`src/rtl/divisor_sequencial_4bits.sv`:
```
// Multi-cycle 4-bit unsigned restoring divider with a start/busy/done handshake.
// One shared subtrator_4bits performs a trial subtraction per clock; the
// quotient/remainder registers only change when a result is loaded or on reset.

// 4-bit ripple subtractor: diff = a - b - bin, bout set on underflow.
module subtrator_4bits (
    input  logic [3:0] a,
    input  logic [3:0] b,
    input  logic       bin,
    output logic [3:0] diff,
    output logic       bout
);

    logic [4:0] borrow;

    // Bit-serial borrow chain.
    always_comb begin
        borrow[0] = bin;
        for (int i = 0; i < 4; i++) begin
            diff[i]       = a[i] ^ b[i] ^ borrow[i];
            borrow[i + 1] = (~a[i] & b[i]) | (~(a[i] ^ b[i]) & borrow[i]);
        end
        bout = borrow[4];
    end

endmodule

module divisor_sequencial_4bits #(
    parameter logic [3:0] ZERO_QUOTIENT = 4'hF
) (
    input  logic       clk,
    input  logic       rst_n,
    input  logic       start,
    input  logic [3:0] dividendo,
    input  logic [3:0] divisor,
    output logic [3:0] quociente,
    output logic [3:0] resto,
    output logic       busy,
    output logic       done,
    output logic       div_zero
);

    typedef enum logic [1:0] {StIdle, StIter, StDone} state_t;

    state_t     state_q, state_d;
    logic [3:0] r_q, r_d;       // partial remainder
    logic [3:0] q_q, q_d;       // dividend shifting out, quotient shifting in
    logic [3:0] d_q, d_d;       // captured divisor
    logic [1:0] cnt_q, cnt_d;
    logic [3:0] quo_q, quo_d;
    logic [3:0] rem_q, rem_d;
    logic       dz_q, dz_d;

    logic [4:0] s;
    logic [3:0] sub_diff;
    logic       sub_bout;
    logic       ok;
    logic [3:0] r_step;
    logic [3:0] q_step;

    subtrator_4bits u_sub (
        .a    (s[3:0]),
        .b    (d_q),
        .bin  (1'b0),
        .diff (sub_diff),
        .bout (sub_bout)
    );

    // One restoring step: shift in the next dividend bit, subtract if it fits.
    // s[4] set means the shifted remainder already exceeds any 4-bit divisor.
    always_comb begin
        s      = {r_q, q_q[3]};
        ok     = s[4] | ~sub_bout;
        r_step = ok ? sub_diff : s[3:0];
        q_step = {q_q[2:0], ok};
    end

    // Next-state and handshake outputs.
    always_comb begin
        state_d = state_q;
        r_d     = r_q;
        q_d     = q_q;
        d_d     = d_q;
        cnt_d   = cnt_q;
        quo_d   = quo_q;
        rem_d   = rem_q;
        dz_d    = dz_q;
        busy    = 1'b0;
        done    = 1'b0;

        unique case (state_q)
            StIdle: begin
                if (start) begin
                    if (divisor != 4'd0) begin
                        d_d     = divisor;
                        q_d     = dividendo;
                        r_d     = 4'd0;
                        cnt_d   = 2'd3;
                        dz_d    = 1'b0;
                        state_d = StIter;
                    end else begin
                        quo_d   = ZERO_QUOTIENT;
                        rem_d   = dividendo;
                        dz_d    = 1'b1;
                        state_d = StDone;
                    end
                end
            end
            StIter: begin
                busy = 1'b1;
                r_d  = r_step;
                q_d  = q_step;
                if (cnt_q == 2'd0) begin
                    quo_d   = q_step;
                    rem_d   = r_step;
                    state_d = StDone;
                end else begin
                    cnt_d = cnt_q - 2'd1;
                end
            end
            StDone: begin
                done    = 1'b1;
                state_d = StIdle;
            end
            default: state_d = StIdle;
        endcase
    end

    // State and datapath registers.
    always_ff @(posedge clk or negedge rst_n) begin
        if (!rst_n) begin
            state_q <= StIdle;
            r_q     <= 4'd0;
            q_q     <= 4'd0;
            d_q     <= 4'd0;
            cnt_q   <= 2'd0;
            quo_q   <= 4'd0;
            rem_q   <= 4'd0;
            dz_q    <= 1'b0;
        end else begin
            state_q <= state_d;
            r_q     <= r_d;
            q_q     <= q_d;
            d_q     <= d_d;
            cnt_q   <= cnt_d;
            quo_q   <= quo_d;
            rem_q   <= rem_d;
            dz_q    <= dz_d;
        end
    end

    assign quociente = quo_q;
    assign resto     = rem_q;
    assign div_zero  = dz_q;

endmodule

```
`config.mk`:
```
export PLATFORM = sky130hd
export DESIGN_NAME = divisor_sequencial_4bits
export DESIGN_NICKNAME = d
export VERILOG_FILES = /design/src/rtl/divisor_sequencial_4bits.sv
export SDC_FILE = /design/constraint.sdc
export NUM_CORES = 1
export LEC_CHECK = 0
export ABC_AREA = 1
export CAP_MARGIN = 20
export CORE_ASPECT_RATIO = 0.7
export CORE_MARGIN = 2
export CORE_UTILIZATION = 31
export CTS_BUF_LIST = sky130_fd_sc_hd__clkbuf_16
export DETAILED_ROUTE_END_ITERATION = 8
export GPL_ROUTABILITY_DRIVEN = 0
export PLACE_DENSITY = 0.52
export SYNTH_ARGS = -nofsm -noshare
export SYNTH_HDL_FRONTEND = slang
export SYNTH_SLANG_ARGS = --single-unit
```
`constraint.sdc`:
```
create_clock -name clk -period 3.1 [get_ports clk]
set_clock_uncertainty 0.15 [all_clocks]
set_input_delay 0.62 -clock clk [delete_from_list [all_inputs] [get_ports clk]]
set_output_delay 0.62 -clock clk [all_outputs]
set_load 0.05 [all_outputs]
```
==> impl_metrics.ini <==
[final_layout]
area_growth_pct = 26.24
final_cell_mix = 73 x nand2_1, 25 x dfrtp_1, 21 x clkdlybuf4s50_1
drive_above_1_share_pct = 10.99
multi_input_area_um2 = 630.6
final-seq-area_um2 = 625.6
fin_nets = 208
antennaDiodeCount = 0
final_common_cell = nand2_1
final.fill_count = 403

[logic_synthesis]
yosysTopAreaCellShare_pct = 46.86
synth_fp_nets = 182
ys_types = 18
ys_ff_latch = 25
synth_largest_area_cell = dfrtp_1
avgSynthCellArea_um2 = 8.042
yosysSeqAreaShare_pct = 46.86
syn_inst = 166
synth_area_um2 = 1335
yosys_warnings = 0
netlist_top_cells_area = dfrtp_1 47%, nand2_1 21%, nand3_1 6.4%

[grt]
grt_max_degree = 26
grt_pass1_vias = 1055
met1_usage_pct = 18.57
use_met2_pct = 21.43
gr-usage-met3_pct = 4.141
antenna_found_initial = 0
grt_pass1_wl_um = 4912
overflow = 0
grt_usage_pct = 13.71
top_usage_layer = met2

[die]
io_pins = 22
die-width_um = 82.44
die-area_um2 = 4856
die_height_um = 58.91
initial_core_util_pct = 33.23
core_area_um2 = 4018
rows = 19

[cts]
h-tree-depth = 1
clkTransAtPathRegs_ns = 0.06
numCtsBuffers = 3
post-cts-setup-buffers = 0
clk_latency_ns = 0.26
cts_hold_repair.buffers = 0
cts_resized = 0
cts_root_buffer = clkbuf_16
clock_sinks = 25
clock_path_buffers = 2
cts_tree = yes

[sta]
max_freq_ghz = 0.3715
slew_headroom_pct = 66.52
drv_slew = 0
final.period_utilization_pct = 86.83
rsz0062_at_grt = no
tns_ns = 0
worstMarginPinSlew_ns = 0.5007
finalHoldViolCount = 0
setup_viol = 0
period_minus_slack_ns = 2.692

[critical_path]
crit_arrival_ns = 1.92
crit_type = reg -> out
r2r_cells = 9
path_max_fanout = 17
endpoint_kind = output port
cp_data_required_time_ns = 2.33
startpoint_type = register

[power_and_ir_drop]
p_total_mw = 2.068
power_per_cell_area_nw_per_um2 = 1227
irDropWorstVdd_v = 0.0005019
p_leak_nw = 0.8674

[drt]
wl_um = 2801
wl_per_cell_um = 11.53
num_vias = 1098
drtAntennaViolNets = 0
dr.pass1.iters = 4
drc = 0
drtIter0Drc = 58
via_per_inst = 4.519

[worst_hold_path]
min_path_type = reg -> reg
whs_path_depth = 2

[status]
status = finished, final reports clean

[place]
hpwl_um = 2206
port_buffers = 21

[flow_run]
cap_violations = 0
## through the flow
step / cells / instance area [um^2] / setup slack (ns) / util, % / hold WS, ns
final: 243 / 1685 / 0.4084 / 41.95 / 0.3214
after CTS: 243 / 1685 / 0.3997 / 41.95 / 0.3305
after floorplan: 166 / 1335 / 0.7465 / - / 0.1744
after global routing: 243 / 1685 / 0.2969 / 41.95 / 0.3396
after detailed placement: 239 / 1607 / 0.5258 / 39.99 / 0.3143
after global placement: 239 / 1607 / 0.6360 / 39.99 / 0.3075
## worst max-delay path, stage by stage (launching register included)
cell,delay [ns]
dfrtp_1,0.42
inv_2,0.06
nor2_4,0.30
clkdlybuf4s50_1,0.88
## cell type report
| type | instances | area share [%] |
|---|---|---|
| clock buffers | 3 | 4.454 |
| clock inverters | 1 | 0.2227 |
| inverters | 18 | 4.009 |
| multi-input cells | 122 | 37.42 |
| flip-flops and latches | 25 | 37.12 |
| well taps | 52 | 3.860 |
| repair buffers | 22 | 12.92 |
## power breakdown
group	switching, mW	internal [mW]	leakage [nW]
sequential	0.110	0.487	0.309
combinational	0.767	0.422	0.516
clock	0.110	0.172	0.0423
total	0.987	1.08	0.867
## cells by family (layout without fill, tap and decap cells)
group,count (synthesis),count (layout),synth area share (%)
and+or+nand+nor,115,115,39.08
DFF,25,25,46.86
AOI/OAI and AO/OA,2,2,1.781
buffers and inverters,19,44,5.904
adders and majority gates,5,5,6.373
## metal layers
layer	up-vias	part of all wire, %
li1	564	-
met1	513	49
met2	16	47
met3	5	3.1
met4	0	1.1
met5	-	0
## final timing paths
| path | to | slack (ns) | start |
|---|---|---|---|
| setup / recovery | busy | 0.41 | state_q[0] |
| max in group asynchronous | state_q[0] | 1.98 | rst_n |
| hold / removal | quociente[1] | 0.32 | quociente[1] |
| hold reg to reg | quociente[1] | 0.32 | quociente[1] |
| setup reg to reg | r_q[1] | 0.50 | q_q[3] |
| min in group asynchronous | cnt_q[1] | 0.57 | rst_n |
## synth_stat cells
library cell and count:
or2_2 3, nand2_1 73, nand3_2 1, nand2_2 4, inv_1 14, dfrtp_1 25, nand4_1 4, ha_1 2
nor2_4 3, inv_2 4, nor2_1 5, and2_1 4, nor2_2 1, o21a_1 1, buf_6 1, o21ai_4 1
fa_1 3, nand3_1 17
## registers in the layout (all words and copies together), names as in the netlist
register / flops
d_q: 4
q_q: 4
quociente: 4
r_q: 4
resto: 4
cnt_q: 2
state_q: 2
div_zero: 1
(Power assumes the default switching activity.)
